## src/rtl/arbitro_rr_mux_8_1_pkg.sv

```systemverilog
// Shared types and helpers for the round-robin 8:1 mux arbiter.
package arbitro_rr_mux_8_1_pkg;

  localparam int N_SRC = 8;

  typedef enum logic {
    IDLE  = 1'b0,
    GRANT = 1'b1
  } state_t;

  // Scans upward from base+1, wrapping 7 -> 0, and returns the first requesting
  // index. When k reaches 8 the 3-bit sum lands back on base, so a lone requester
  // that was just served can be picked again.
  function automatic logic [2:0] rr_pick(input logic [7:0] req, input logic [2:0] base);
    logic [2:0] idx;
    logic       found;
    rr_pick = base;
    found   = 1'b0;
    for (int k = 1; k <= N_SRC; k++) begin
      idx = base + 3'(k);
      if (!found && req[idx]) begin
        rr_pick = idx;
        found   = 1'b1;
      end
    end
  endfunction

endpackage

```

## src/rtl/arbitro_rr_mux_8_1_mux.sv

```systemverilog
// Plain 8:1 single-bit multiplexer shared by the eight serial sources.
module multiplex_8_1 (
  input  logic [7:0] d,
  input  logic [2:0] sel,
  output logic       y
);

  // Pure select, no gating; the arbiter decides when the result is meaningful.
  always_comb begin
    y = d[sel];
  end

endmodule

```

## src/rtl/arbitro_rr_mux_8_1.sv

```systemverilog
// Round-robin arbiter that time-slices one 8:1 mux among eight requesters.
module arbitro_rr_mux_8_1
  import arbitro_rr_mux_8_1_pkg::*;
#(
  parameter int SLOT_CYCLES = 4,
  parameter int CNT_W       = 4
) (
  input  logic       clk,
  input  logic       rst,
  input  logic       en,
  input  logic [7:0] req,
  input  logic [7:0] d,
  output logic [7:0] grant,
  output logic [2:0] sel,
  output logic       valid,
  output logic       y
);

  localparam logic [CNT_W-1:0] CNT_MAX = CNT_W'(SLOT_CYCLES - 1);

  state_t           state, state_next;
  logic [7:0]       grant_next;
  logic [2:0]       sel_next;
  logic             valid_next;
  logic [CNT_W-1:0] cnt, cnt_next;
  logic [2:0]       last, last_next;
  logic [2:0]       pick_base;
  logic [2:0]       winner;
  logic             release_now;
  logic             start_grant;
  logic             mux_y;

  // On a release the pointer is updated to sel in the same edge, so the
  // search for a back-to-back grant must already start after sel.
  always_comb begin
    pick_base = (state == GRANT) ? sel : last;
    winner    = rr_pick(req, pick_base);
  end

  // Next-state logic: decide whether the current slot ends and who goes next.
  always_comb begin
    state_next  = state;
    grant_next  = grant;
    sel_next    = sel;
    valid_next  = valid;
    cnt_next    = cnt;
    last_next   = last;
    release_now = 1'b0;
    start_grant = 1'b0;

    case (state)
      IDLE: begin
        grant_next = 8'h00;
        valid_next = 1'b0;
        if (en && |req) begin
          start_grant = 1'b1;
        end
      end
      GRANT: begin
        release_now = !req[sel] || (cnt == CNT_MAX) || !en;
        if (!release_now) begin
          cnt_next = cnt + CNT_W'(1);
        end else begin
          last_next = sel;
          if (en && |req) begin
            start_grant = 1'b1;
          end else begin
            state_next = IDLE;
            grant_next = 8'h00;
            valid_next = 1'b0;
          end
        end
      end
      default: begin
        state_next = IDLE;
        grant_next = 8'h00;
        valid_next = 1'b0;
      end
    endcase

    if (start_grant) begin
      state_next = GRANT;
      sel_next   = winner;
      grant_next = 8'b1 << winner;
      valid_next = 1'b1;
      cnt_next   = '0;
    end
  end

  // State register; reset clears any grant instantly and rewinds the pointer
  // to 7 so the first search begins at source 0.
  always_ff @(posedge clk or posedge rst) begin
    if (rst) begin
      state <= IDLE;
      grant <= 8'h00;
      sel   <= 3'd0;
      valid <= 1'b0;
      cnt   <= '0;
      last  <= 3'd7;
    end else begin
      state <= state_next;
      grant <= grant_next;
      sel   <= sel_next;
      valid <= valid_next;
      cnt   <= cnt_next;
      last  <= last_next;
    end
  end

  multiplex_8_1 u_mux (
    .d  (d),
    .sel(sel),
    .y  (mux_y)
  );

  // Data is not registered: y follows d[sel] within the cycle while granted.
  always_comb begin
    y = valid & mux_y;
  end

endmodule
```

## config.mk

```make
export PLATFORM = sky130hd
export DESIGN_NAME = arbitro_rr_mux_8_1
export DESIGN_NICKNAME = d
export VERILOG_FILES = /design/src/rtl/arbitro_rr_mux_8_1_pkg.sv /design/src/rtl/arbitro_rr_mux_8_1_mux.sv /design/src/rtl/arbitro_rr_mux_8_1.sv
export SDC_FILE = /design/constraint.sdc
export NUM_CORES = 1
export LEC_CHECK = 0
export ABC_AREA = 1
export BUFFER_PORTS_ARGS = -buffer_cell sky130_fd_sc_hd__clkbuf_2
export CAP_MARGIN = 10
export CORE_MARGIN = 8
export CORE_UTILIZATION = 62
export CTS_CLUSTER_DIAMETER = 200
export CTS_CLUSTER_SIZE = 40
export DETAILED_ROUTE_END_ITERATION = 10
export GPL_TIMING_DRIVEN = 0
export HOLD_SLACK_MARGIN = 0.05
export PLACE_DENSITY = 0.9
export REMOVE_ABC_BUFFERS = 1
export SYNTH_ARGS = -nofsm -noshare
export SYNTH_HDL_FRONTEND = slang
export SYNTH_HIERARCHICAL = 1
export SYNTH_SLANG_ARGS = --single-unit
```

## constraint.sdc

```tcl
create_clock -name clk -period 6 [get_ports clk]
set_clock_uncertainty 0.05 [all_clocks]
set_input_delay 0.6 -clock clk [delete_from_list [all_inputs] [get_ports clk]]
set_output_delay 0.6 -clock clk [all_outputs]
set_load 0.005 [all_outputs]
```

==> results of run 1 <==
## metal layers
metal,GRT usage (%),part of all wire [%],up-vias
met5,0,0,-
met4,5.54,0.67,0
met3,0.955,4.2,4
met2,35.7,50,65
met1,24.0,46,1038
li1,-,-,1144
## power groups by stage
stage               logic (mW)  registers, mW  clock network, mW
floorplan                0.747          0.232                  0
global placement         0.923          0.239                  0
detailed placement       0.944          0.243                  0
CTS                      0.952          0.240             0.0775
global route              1.10          0.246             0.0818
finish                   0.963          0.240             0.0758
## synthesized netlist by cell type
cell       instances  share of area, %
a21oi_1            8               2.0
inv_2              4              0.73
dfstp_2            3               3.9
buf_6              2               1.1
nor2_1            13               2.4
inv_1             40               7.3
buf_2              2              0.49
clkinv_1           1              0.18
nand3_2            2              0.98
nor2_8             1              0.98
nand3_4            1              0.86
nand4_1            4               1.2
clkbuf_1           1              0.18
o21ai_0           13               3.2
o2111ai_1          1              0.43
nand3_1           69                17
nand2_8            1              0.98
o21ai_4            1              0.80
inv_6              1              0.43
o21a_1             2              0.73
dfrtp_1           17                21
nand2_4            4               2.2
o21ai_1            7               1.7
ha_1               3               1.8
nand2_1          112                21
nand4_4            1               1.0
o21ai_2            2              0.86
nand2_2           17               5.2
## through the flow
| stage | utilization (%) | instances | power [mW] | setup WS, ns |
|---|---|---|---|---|
| final | 69.2 | 409 | 1.28 | 2.34 |
| after global routing | 69.2 | 409 | 1.43 | 1.92 |
| after CTS | 69.2 | 409 | 1.27 | 2.38 |
| after detailed placement | 68.1 | 405 | 1.19 | 2.42 |
| after global placement | 68.1 | 405 | 1.16 | 2.50 |
| after floorplan | - | 328 | 0.979 | 3.08 |
## state kept, by name, summed over array words and instances (netlist names)
signal / flops
valid: 1
state: 1
sel: 3
cnt: 4
last: 3
grant: 8
## layout make-up
class / count / share of cell area (%)
clock buffers: 4 / 1.61
inverters: 46 / 7.88
multi-input cells: 262 / 58.7
flip-flops and latches: 20 / 22.4
well taps: 46 / 2.55
repair buffers: 31 / 6.88
## logic make-up after synthesis
logic type / synth area share, %
compound gates: 9.68
buf+inv: 10.5
simple gates: 53.3
fa+ha+maj: 1.84
flops: 24.7
## how the worst min path moves through the flow
stage	depth (start not counted)	startpoint	endpoint
floorplan	2	last[1]$_DFFE_PP1P_	last[1]$_DFFE_PP1P_
global placement	2	grant[5]$_DFFE_PP0P_	grant[5]$_DFFE_PP0P_
detailed placement	2	grant[4]$_DFFE_PP0P_	grant[4]$_DFFE_PP0P_
CTS	2	rst	sel[1]$_DFFE_PP0P_
global route	2	rst	grant[7]$_DFFE_PP0P_
finish	2	rst	cnt[0]$_DFFE_PP0P_
## critical path, stage by stage, from the launching register on
cell and delay (ns):
dfrtp_1 0.68, inv_1 0.16, nand2_1 0.13, nand2_2 0.13, ha_1 0.52, clkinv_1 0.36, nand3_1 0.23, nand3_1 0.15
nand2_2 0.19, nand3_4 0.12, nor2_8 0.14, nand2_2 0.10, nand2_1 0.11, nand2_1 0.06, nand2_1 0.05, nand2_1 0.11
nor2_1 0.14, nand3_1 0.08, nand2_1 0.07
==> summary.md, run 1 <==
| Metric | Value |
|---|---|
| Outcome | `complete, no violations` |
| Detailed-router iteration count before antenna repair | `4` |
| Switching power of the nets | `about 750 uW` |
| Netlist area before placement | `between 0.002 and 0.0025 mm^2` |
| Clk pin slew, worst setup/hold paths | `0.11 ns` |
| CTS H-Tree Depth | `1` |
| GR Overflow Total | `0` |
| Buffers on Ports | `31` |
| Weighted congestion at the end of routability-driven global placement | `about 0.94` |
| Power share of the combinational group | `75.3%` |
| Flops & latches, synth | `20` |
| RSZ-0062 raised after global routing | `no` |
| Wire length of the first global-routing pass | `8660 um` |
| Sequential standard cell area | `504 um^2` |
| Synth warn | `6` |
| Post-CTS Hold Fix Bufs | `0` |
| Final-report max-slew violation count | `0` |
| Die outline area | `between 0.005 and 0.006 mm^2` |
| Row count | `21` |
| Fraction of layout instances using a drive strength above 1 | `20.1%` |
| Post-DR wirelength/cell | `around 12 um` |
| Cts repair resizes | `0` |
| Final layout net count | `386` |
| Antenna violations before repair | `0` |
| Routed Antenna Nets | `0` |
| Most common cell after layout, fill and taps aside | `nand2_1` |
| Data required time at the worst endpoint | `slightly above 6 ns` |
| Reg-to-reg slack, setup | `approximately 2.3 ns` |
| Diodes inserted | `0` |
| Critical path data arrival time | `between 3 and 4 ns` |
| Hold violation total from the final report | `0` |
| CP max FO | `15` |
| Initial standard-cell utilization of the core | `62.7%` |
| Final wirelength | `between 5000 and 6000 um` |
| Vias in the first global route | `just over 2000` |
| Tcrit/Tclk final | `roughly 61%` |
| Pin count of the biggest net entering global routing | `21` |
| Sinks on the clock net | `20` |
| Detailed-route DRC error count | `0` |
| TritonCTS clock tree | `yes` |
| Sw frac | `58.7%` |
| Total half-perimeter wirelength after legalization and detailed placement | `roughly 4000 um` |
| Cells after synthesis | `between 300 and 400` |
| Critical path endpoint category | `flip-flop` |
| Slew headroom | `around 46%` |
| Sequential area share after synthesis | `between 20 and 25%` |
| Share of total power in sequential cells | `18.8%` |
| Area taken by multi-input logic gates | `about 0.0013 mm^2` |
| Post-CTS Setup Inserts | `0` |
| Final setup fails | `0` |
| Area of the core | `0.00326 mm^2` |
| Worst-Margin Slew | `between 0.8 and 0.9 ns` |
| Element type at the critical path start | `flip-flop` |
| Max-capacitance violation count | `0` |
| Finished Cell Area | `between 0.002 and 0.0025 mm^2` |
| Area after DPL | `between 0.002 and 0.0025 mm^2` |
| Layout overhead on the synthesized area | `10.4%` |
| Reg2Reg Capture Point | `grant[7]$_DFFE_PP0P_` |
| Filler Cell Count | `about 300` |
| Worst Hold Slack | `0.343 ns` |
| Classification of the worst setup path | `flip-flop to flip-flop` |
| Commonest non-fill, non-tap cells in the layout | `112 x nand2_1, 69 x nand3_1, 40 x inv_1, 31 x clkbuf_2` |
| Setup total negative slack | `0 ns` |
| Clock network fraction of design power | `slightly below 6%` |
| Peak supply drop | `approximately 0.36 mV` |
| Vert. Die Dim | `73.4 um` |
| Per-instance average area after synthesis | `6.14 um^2` |
| Clock tree root driver cell | `clkbuf_4` |
| Iter 0 DRT Violations | `about 190` |
| Depth of the worst register-to-register path | `18` |
| Clk Latency, worst-skew pair | `a little under 0.3 ns` |
| Total number of vias | `approximately 2300` |
| Type of the tightest min-delay check | `input port to asynchronous set/reset pin` |
| Maximum root-to-sink buffer count | `2` |
| Startpoint of the worst-slack reg-to-reg timing path | `sel[0]$_DFFE_PP0P_` |
| Fmax achieved | `274 MHz` |
| Worst Setup EP | `grant[7]$_DFFE_PP0P_` |
| Number of vias per cell | `approximately 5.5` |
| Cell Pwr Density | `567 mW/mm^2` |
| CP startpoint | `sel[0]$_DFFE_PP0P_` |
| Total internal power | `529 uW` |
| Cts bufs inserted | `3` |
| I/O pin total | `32` |
| Number of different library cells in the post-synthesis netlist | `28` |
| Global routing usage summed across all routing layers | `19.6%` |
| Static power due to leakage | `approximately 1.3 nW` |
| Die X-Extent | `around 73 um` |
| Shortest period the worst path allows | `between 3 and 4 ns` |
Power figures use the tool's default switching activity.
==> run 2, diff against run 1 <==
--- a/config.mk
+++ b/config.mk
@@ -9,13 +9,13 @@
 export BUFFER_PORTS_ARGS = -buffer_cell sky130_fd_sc_hd__clkbuf_2
 export CAP_MARGIN = 10
 export CORE_MARGIN = 8
-export CORE_UTILIZATION = 62
+export CORE_UTILIZATION = 57
 export CTS_CLUSTER_DIAMETER = 200
 export CTS_CLUSTER_SIZE = 40
 export DETAILED_ROUTE_END_ITERATION = 10
 export GPL_TIMING_DRIVEN = 0
 export HOLD_SLACK_MARGIN = 0.05
-export PLACE_DENSITY = 0.9
+export PLACE_DENSITY = 0.84
 export REMOVE_ABC_BUFFERS = 1
 export SYNTH_ARGS = -nofsm -noshare
 export SYNTH_HDL_FRONTEND = slang
==> constraint.sdc (replaced) <==
create_clock -name clk -period 3.65 [get_ports clk]
set_clock_uncertainty 0.05 [all_clocks]
set_input_delay 0.365 -clock clk [delete_from_list [all_inputs] [get_ports clk]]
set_output_delay 0.365 -clock clk [all_outputs]
set_load 0.005 [all_outputs]
==> summary.md, run 2 (synthesis results as in run 1) <==
| Metric | Value |
|---|---|
| Outcome | `complete, no violations` |
| Tcrit/Tclk final | `87.6%` |
| Type of the tightest min-delay check | `input port to asynchronous set/reset pin` |
| Row count | `21` |
| Critical path data arrival time | `about 3.4 ns` |
| Clk pin slew, worst setup/hold paths | `0.11 ns` |
| Setup total negative slack | `0 ns` |
| CTS H-Tree Depth | `1` |
| Iter 0 DRT Violations | `about 160` |
| Routed Antenna Nets | `0` |
| Element type at the critical path start | `flip-flop` |
| Final layout net count | `between 300 and 400` |
| Clk Latency, worst-skew pair | `approximately 0.3 ns` |
| Weighted congestion at the end of routability-driven global placement | `about 0.92` |
| Hold violation total from the final report | `0` |
| Final-report max-slew violation count | `0` |
| Detailed-route DRC error count | `0` |
| Cell Pwr Density | `around 930 mW/mm^2` |
| Post-CTS Setup Inserts | `0` |
| Global routing usage summed across all routing layers | `between 20 and 25%` |
| Total half-perimeter wirelength after legalization and detailed placement | `between 4000 and 5000 um` |
| Cts repair resizes | `0` |
| CP max FO | `10` |
| Cell chain of the critical path | `inv_1, nand2_1, nand2_2, ha_2, clkinvlp_4, nand3_1, nand3_1, nand2_2, nand3_4, nor2_8, nand2_2, nand2_1, nand2_1, nand2_1, nand2_1, a21oi_1, nand3_1, nand2_1` |
| Final wirelength | `a little over 5000 um` |
| Cell with the biggest individual delay on the critical path | `dfrtp_1` |
| Buffers on Ports | `31` |
| I/O pin total | `32` |
| Clock tree root driver cell | `clkbuf_4` |
| Critical Path Most Common Cell | `nand2_1` |
| Slew headroom | `around two fifths` |
| Shortest period the worst path allows | `approximately 3.2 ns` |
| Sinks on the clock net | `20` |
| Worst-Margin Slew | `0.877 ns` |
| Number of vias per cell | `about 5.3` |
| Most common cell after layout, fill and taps aside | `nand2_1` |
| Maximum cell stage delay along the critical path | `roughly 0.55 ns` |
| Data required time at the worst endpoint | `between 3 and 4 ns` |
| Pin count of the biggest net entering global routing | `21` |
| Diodes inserted | `0` |
| Peak supply drop | `about 0.52 mV` |
| Vert. Die Dim | `~76 um` |
| Antenna violations before repair | `0` |
| Post-layout worst setup margin | `approximately 0.45 ns` |
| Critical path endpoint category | `flip-flop` |
| Worst Hold Slack | `just over 0.09 ns` |
| Cts bufs inserted | `3` |
| Top flop regs | `grant x8, cnt x4` |
| Final setup fails | `0` |
| Vias in the first global route | `about 2100` |
| Max-capacitance violation count | `0` |
| Fmax achieved | `313 MHz` |
| Area after DPL | `between 0.002 and 0.0025 mm^2` |
| Post-CTS Hold Fix Bufs | `0` |
| Detailed-router iteration count before antenna repair | `4` |
| Finished Cell Area | `0.00226 mm^2` |
| Die outline area | `around 0.0058 mm^2` |
| Worst setup slack before clock tree synthesis | `~0.16 ns` |
| Post-DR wirelength/cell | `between 10 and 15 um` |
| Layout overhead on the synthesized area | `10.8%` |
| Initial standard-cell utilization of the core | `around three fifths` |
| Die X-Extent | `approximately 76 um` |
| Reg-to-reg slack, setup | `roughly 0.45 ns` |
| Worst path buffer plus inverter count | `2` |
| Commonest non-fill, non-tap cells in the layout | `112 x nand2_1, 69 x nand3_1, 40 x inv_1, 31 x clkbuf_2, 17 x nand2_2` |
| GR Overflow Total | `0` |
| Static power due to leakage | `approximately 1.3 nW` |
| Maximum root-to-sink buffer count | `2` |
| TritonCTS clock tree | `yes` |
| Wire length of the first global-routing pass | `a little over 9000 um` |
| Max FFs per register | `8` |
| Total number of vias | `~2200` |
| Classification of the worst setup path | `flip-flop to flip-flop` |
| Critical path's top delay family | `simple AND/OR/NAND/NOR gates` |
| Area of the core | `about 0.0034 mm^2` |
| RSZ-0062 raised after global routing | `no` |
| Register with the most flip-flops | `grant` |
| Fraction of layout instances using a drive strength above 1 | `about a fifth` |
-- run 2: cell count changes in the layout (fill, tap and decap cells not counted), sizes merged --
cell	before	now
clkinv	1	0
clkinvlp	0	1
-- run 2: through the flow --
| stage | cells | utilization [%] | power (mW) |
|---|---|---|---|
| 2_1_floorplan | 328 | - | 1.61 |
| 3_3_place_gp | 405 | 65.5 | 1.92 |
| 3_5_place_dp | 405 | 65.5 | 1.96 |
| 4_1_cts | 409 | 66.6 | 2.10 |
| 5_1_grt | 409 | 66.8 | 2.37 |
| 6_report | 409 | 66.8 | 2.11 |
-- run 2: metal layers --
metal | track usage (%) | part of all wire, % | wire [um] | up-vias
met2 | 33.8 | 49 | 2500 | 48
met5 | 0 | 0 | 0 | -
li1 | - | - | - | 1137
met4 | 9.38 | 2.5 | 125 | 0
met1 | 24.8 | 45 | 2280 | 977
met3 | 2.37 | 3.8 | 194 | 13
-- run 2: final cells by class --
class	instances	area, um^2
Tap cell	46	57.6
Inverter	46	181
Timing Repair Buffer	31	155
Sequential cell	20	507
Multi-Input combinational cell	262	1330
Fill cell	317	1120
Clock buffer	4	36.3
-- run 2: final timing paths --
| kind | startpoint | to | cells past startpoint |
|---|---|---|---|
| max | sel[1]$_DFFE_PP0P_ | grant[5]$_DFFE_PP0P_ | 18 |
| min | rst | grant[1]$_DFFE_PP0P_ | 2 |
| max reg2reg | sel[1]$_DFFE_PP0P_ | grant[5]$_DFFE_PP0P_ | 18 |
| min reg2reg | grant[6]$_DFFE_PP0P_ | grant[6]$_DFFE_PP0P_ | 2 |
| max in group asynchronous | rst | sel[0]$_DFFE_PP0P_ | 2 |
| min in group clk | en | state$_DFF_PP0_ | 2 |
-- run 2: where the power goes --
part	leakage (nW)	internal, mW	total [mW]	switching, mW
clock	0.0210	0.0609	0.126	0.0651
combinational	0.993	0.510	1.59	1.08
sequential	0.251	0.305	0.398	0.0926
total	1.27	0.876	2.11	1.23
